$ cat config.mk
export PLATFORM = sky130hd
export DESIGN_NAME = sseg_scroller
export DESIGN_NICKNAME = d
export VERILOG_FILES = /design/src/rtl/step_pkg.sv /design/src/rtl/dwell_timer.sv /design/src/rtl/sseg_scroller.sv
export SDC_FILE = /design/constraint.sdc
export NUM_CORES = 1
export LEC_CHECK = 0
export BUFFER_PORTS_ARGS = -buffer_cell sky130_fd_sc_hd__clkbuf_2
export CAP_MARGIN = 5
export CORE_MARGIN = 5
export CORE_UTILIZATION = 58
export CTS_CLUSTER_SIZE = 8
export DETAILED_ROUTE_END_ITERATION = 10
export GPL_ROUTABILITY_DRIVEN = 1
export PLACE_DENSITY = 0.85
export SLEW_MARGIN = 20
export SYNTH_ARGS = -nofsm -noshare
export SYNTH_HDL_FRONTEND = slang
export SYNTH_SLANG_ARGS = --single-unit
$ cat constraint.sdc
create_clock -name clk -period 3.42 [get_ports clk]
set_input_delay 0.513 -clock clk [delete_from_list [all_inputs] [get_ports clk]]
set_output_delay 0.513 -clock clk [all_outputs]
set_load 0.01 [all_outputs]
$ cat src/rtl/step_pkg.sv
// Shared types and constants for the seven-segment scroller.
// Active-low display encodings: a blank digit drives all ones.
package step_pkg;

    typedef enum logic [1:0] {
        IDLE,
        SHOW,
        GAP
    } state_t;

    localparam logic [3:0] SSEG_BLANK_NUM_N = 4'hF;
    localparam logic       SSEG_OFF_N       = 1'b1;

endpackage

$ cat src/rtl/dwell_timer.sv
// Saturating cycle counter: last is high while the count sits at LIMIT-1.
// Latency: clr takes effect at the next edge. No handshake; en only gates counting.
// pre flags LIMIT-2 so a caller can register an event that lines up with last.
module dwell_timer #(
    parameter int LIMIT = 1,
    parameter int W     = 1
) (
    input  logic clk,
    input  logic rst_n,
    input  logic clr,
    input  logic en,
    output logic last,
    output logic pre
);

    logic [W-1:0] cnt;

    always_ff @(posedge clk) begin
        if (!rst_n || clr) begin
            cnt <= '0;
        end else if (en && !last) begin
            cnt <= cnt + W'(1);
        end
    end

    assign last = (cnt == W'(LIMIT - 1));
    assign pre  = (LIMIT >= 2) && (cnt == W'(LIMIT - 2));

endmodule

$ cat src/rtl/sseg_scroller.sv
// Scrolls a hex word across two active-low 7-seg digits, MS nibble first, then a blank gap.
// Latency: first window visible the cycle after the accepting edge; all outputs registered.
// Backpressure: ready_o only in IDLE (plus GAP when SSEG_SCROLL_LOOP_EN is defined, which repeats passes).
module sseg_scroller
    import step_pkg::*;
#(
    parameter int DIGITS = 8,
    parameter int DWELL  = 12_000_000,
    parameter int GAP    = 3_000_000
) (
    input  logic                clk,
    input  logic                rst_n,
    input  logic [4*DIGITS-1:0] word_i,
    input  logic                valid_i,
    output logic                ready_o,
    output logic                busy_o,
    output logic                done_o,
    output logic [1:0][3:0]     disp_num_n,
    output logic [1:0]          disp_en_n,
    output logic [1:0]          disp_dp_n
);

    localparam int CW = $clog2(((DWELL > GAP) ? DWELL : GAP) + 1);
    localparam int PW = (DIGITS > 2) ? $clog2(DIGITS - 1) : 1;
    localparam logic [PW-1:0] P_LAST = PW'(DIGITS - 2);
`ifdef SSEG_SCROLL_LOOP_EN
    localparam bit GAP_READY = 1'b1;
`else
    localparam bit GAP_READY = 1'b0;
`endif

    state_t              state;
    logic [4*DIGITS-1:0] word_r;
    logic [PW-1:0]       p;
    logic                dwell_last, dwell_pre_unused;
    logic                gap_last, gap_pre;
    logic                take, restart, start;
    logic [4*DIGITS-1:0] start_word;

    // Inverted digit pair for window idx: left = nibble DIGITS-1-idx.
    function automatic logic [7:0] win_n(input logic [4*DIGITS-1:0] w, input logic [PW-1:0] idx);
        logic [4*DIGITS-1:0] s;
        s = w >> (4 * (DIGITS - 2 - int'(idx)));
        return ~s[7:0];
    endfunction

    assign take = valid_i && ready_o;
`ifdef SSEG_SCROLL_LOOP_EN
    assign restart = (state == step_pkg::GAP) && gap_last && !take;
`else
    assign restart = 1'b0;
`endif
    assign start      = take || restart;
    assign start_word = take ? word_i : word_r;

    dwell_timer #(.LIMIT(DWELL), .W(CW)) u_dwell (
        .clk   (clk),
        .rst_n (rst_n),
        .clr   ((state != SHOW) || dwell_last),
        .en    (state == SHOW),
        .last  (dwell_last),
        .pre   (dwell_pre_unused)
    );

    dwell_timer #(.LIMIT(GAP), .W(CW)) u_gap (
        .clk   (clk),
        .rst_n (rst_n),
        .clr   ((state != step_pkg::GAP) || gap_last),
        .en    (state == step_pkg::GAP),
        .last  (gap_last),
        .pre   (gap_pre)
    );

    always_ff @(posedge clk) begin
        if (!rst_n) begin
            state      <= IDLE;
            word_r     <= '0;
            p          <= '0;
            ready_o    <= 1'b1;
            busy_o     <= 1'b0;
            done_o     <= 1'b0;
            disp_num_n <= {2{SSEG_BLANK_NUM_N}};
            disp_en_n  <= {2{SSEG_OFF_N}};
            disp_dp_n  <= {2{SSEG_OFF_N}};
        end else if (start) begin
            state      <= SHOW;
            word_r     <= start_word;
            p          <= '0;
            ready_o    <= 1'b0;
            busy_o     <= 1'b1;
            done_o     <= 1'b0;
            disp_num_n <= win_n(start_word, '0);
            disp_en_n  <= 2'b00;
            disp_dp_n  <= {1'b0, SSEG_OFF_N};
        end else begin
            case (state)
                SHOW: begin
                    if (dwell_last) begin
                        if (p != P_LAST) begin
                            p          <= p + PW'(1);
                            disp_num_n <= win_n(word_r, p + PW'(1));
                            disp_dp_n  <= {2{SSEG_OFF_N}};
                        end else begin
                            state      <= step_pkg::GAP;
                            ready_o    <= GAP_READY;
                            done_o     <= (GAP == 1);
                            disp_num_n <= {2{SSEG_BLANK_NUM_N}};
                            disp_en_n  <= {2{SSEG_OFF_N}};
                            disp_dp_n  <= {2{SSEG_OFF_N}};
                        end
                    end
                end
                step_pkg::GAP: begin
                    // done_o is registered, so it is raised one cycle ahead of gap_last.
                    if (gap_last) begin
                        state   <= IDLE;
                        ready_o <= 1'b1;
                        busy_o  <= 1'b0;
                        done_o  <= 1'b0;
                    end else begin
                        done_o  <= gap_pre;
                    end
                end
                default: begin
                end
            endcase
        end
    end

endmodule

==> results.tsv <==
stage	metric	value	unit
synthesis	synth_ff_type	dfxtp_1	
critical_path	cpPeakStageDelay	0.84	ns
sta	hold_violations	0	
detailed_routing	postRouteAntennaNets	0	
sta	setup_violations	0	
power	seqPwrFrac	56.6	%
placement	port_buffers	48	
clock_tree	clk_path_buf_depth	2	
placement	placedInstanceArea	4820	µm²
cells_and_area	nNetsFinal	600	
status	outcome	finished clean	
clock_tree	h-tree-depth	3	
synthesis	synth_edf_count	0	
power	clkPwrFrac	35.7	%
min_path	hp-class	primary input to flop	
clock_tree	cts_root_buffer	clkbuf_8	
synthesis	synth-seq-cells	98	
clock_tree	clkLatencyLatePin	0.37	ns
detailed_routing	via_count	3900	
sta	slew_headroom	40.2	%
sta	slew_violations	0	
power	net-switching-power	0.527	mW
cells_and_area	diodes	0	
detailed_routing	drc	0	
synthesis	yosys.area.top_type	dfxtp_1	
power	intPower	1.61	mW
critical_path	crit_arrival	3.00	ns
clock_tree	postCtsSetupRepairBufs	0	
clock_tree	numCtsBuffers	9	
sta	post-route-period-util	78.9	%
cells_and_area	finish.utilization	65.3	%
sta	fin_ws	0.722	ns
power	peakVddDrop	0.203	mV
clock_tree	hold_buffers	0	
detailed_routing	wl	10.2	mm
global_routing	antenna_found_initial	0	
job	drv_cap	0	
clock_tree	cts_repair_resize_count	0	
detailed_routing	avgViaCountPerCell	5.85	
critical_path	cp_max_fo	17	
synthesis	synthTopCellsByArea	dfxtp_1, nand2_1, mux4_2	
detailed_routing	drt_pre_antenna_iters	5	
synthesis	synthesis.nets	560	
sta	fin_tns_setup	0	ns
critical_path	crit_type	flop to flop	
synthesis	synthTopCellsByCount	dfxtp_1, nand2_1, nor2_1	
clock_tree	cts_tree	yes	
synthesis	ys_seq_area_share	43.2	%
synthesis	synth.distinct_cells	49	
critical_path	worst_setup_path_start_kind	flop	
synthesis	netlist_area	4540	µm²
cells_and_area	areaGrowthSynthToFinish	10.6	%
cells_and_area	final_cells	667	
floorplan	start_util	59.0	%
power	switching_share	24.7	%
floorplan	die_x	98.5	µm
detailed_routing	drt-initial-drc-count	176	
floorplan	die_y	98.5	µm
placement	pre_cts_slack	0.729	ns
sta	grt_setup_unrepaired	false	
global_routing	grt_pass1_vias	3761	
power	p_per_area	425	nW/µm²
global_routing	grt_max_degree	38	
cells_and_area	design_area	5020	µm²
floorplan	rows	32	
detailed_routing	wl_per_cell	15.4	µm
placement	gp_congestion	0.937	
sta	fin_crit	2.70	ns
sta	finClkSkew	0.0147	ns
placement	dpl.hpwl	7.45	mm
synthesis	yosys_warnings	0	
sta	worst_pin_slew	0.894	ns
sta	fmax	371	MHz
clock_tree	clk_pin_slew	0.09	ns
floorplan	dieArea	9700	µm²
power	combPwrFrac	7.7	%
synthesis	async_flop_share	0	%
synthesis	avgSynthCellArea	8.73	µm²
clock_tree	clkSinkCount	98	
synthesis	netlist_instances	520	
global_routing	grt_remaining_overflow	0	
critical_path	endpoint_kind	flop	
placement	dp.cells	651	
global_routing	track_usage	21.4	%
floorplan	design.portCount	50	
synthesis	yosysTopAreaCellShare	43.2	%
critical_path	path_cells	buf_4, inv_2, ha_1, mux4_2, nand2_1, a21oi_1, a211oi_1, a211o_1	
critical_path	critPathRequiredTime	3.72	ns
floorplan	design.core.area	7690	µm²
cells_and_area	drive_above_1_share	15.9	%
synthesis	yosysMostFrequentCell	dfxtp_1	
critical_path	crit_slowest_cell	ha_1	
global_routing	grt_first_pass_wirelength	17.2	mm
power	leakagePower	1.84	nW
[layout make-up]
cell class / count / area (µm²)
flip-flops and latches: 98 / 1960
repair buffers: 54 / 285
fillers: 652 / 2670
clock buffers: 10 / 138
clock inverters: 6 / 65.1
well taps: 102 / 128
inverters: 9 / 33.8
multi-input cells: 388 / 2410
[power groups by stage]
stage / combinational, mW / clock [mW] / sequential, mW
5_1_grt: 0.183 / 0.819 / 1.21
3_3_place_gp: 0.159 / 0 / 1.23
2_1_floorplan: 0.104 / 0 / 1.23
6_report: 0.165 / 0.762 / 1.21
4_1_cts: 0.166 / 0.775 / 1.21
3_5_place_dp: 0.165 / 0 / 1.23
[cell usage in the layout, fill, tap and decap left out, types with 7 or more instances in the layout]
master     n
a21oi_1   41
nand3_1   17
mux4_2    12
dfxtp_1   98
clkbuf_8  10
nand2_1   96
nor2_1    62
xor2_1    25
clkbuf_2  48
nor3_1    10
nand4_1   15
and3_1    11
inv_1      7
xnor2_1   23
[critical path, delay by kind of cell, from the launching register on]
kind | cells | cell delay (ns)
and+or+nand+nor | 1 | 0.09
buffers and inverters | 2 | 0.35
muxes | 1 | 0.59
AOI/OAI and AO/OA | 3 | 0.44
DFF | 1 | 0.32
adders and majority gates | 1 | 0.84
[layer usage]
layer  up-vias  track usage [%]  routed length (µm)
li1       1888                -                   -
met1      1835             27.8                4300
met2       149             34.2                4860
met3        28             4.46                 791
met4         0             10.2                 294
met5         -                0                   0
[cell families (layout without fill, tap and decap cells)]
group	count (synthesis)	after routing	synth area share [%]
adder cells (fa/ha/maj)	5	5	1.38
multiplexers	16	16	6.84
AO/OA/AOI/OAI	72	72	9.59
buffers and inverters	34	79	3.69
AND/OR/NAND/NOR	246	246	25.9
other	1	1	0.0826
flip-flops	98	98	43.2
XOR/XNOR	48	48	9.26
[through the flow]
stage	hold slack [ns]	power [mW]
finish	0.359	2.14
global route	0.363	2.22
CTS	0.349	2.15
detailed placement	0.457	1.40
global placement	0.444	1.39
floorplan	0.430	1.33
[sequential cells by signal, indices dropped and copies added (netlist names)]
signal / count
disp_dp_n: 1
disp_num_n: 8
state: 2
busy_o: 1
disp_en_n: 1
word_r: 32
u_dwell.cnt: 24
p: 3
u_gap.cnt: 24
done_o: 1
ready_o: 1
[worst paths after layout]
path                 start       endpoint  slack (ns)  cells after the start
max                   p[0]  disp_num_n[1]        0.72                      8
min             word_i[10]     word_r[10]        0.36                      3
max reg2reg           p[0]  disp_num_n[1]        0.72                      8
min reg2reg  disp_num_n[2]  disp_num_n[2]        0.48                      1
Note: power is estimated with default switching activity, not from simulation.
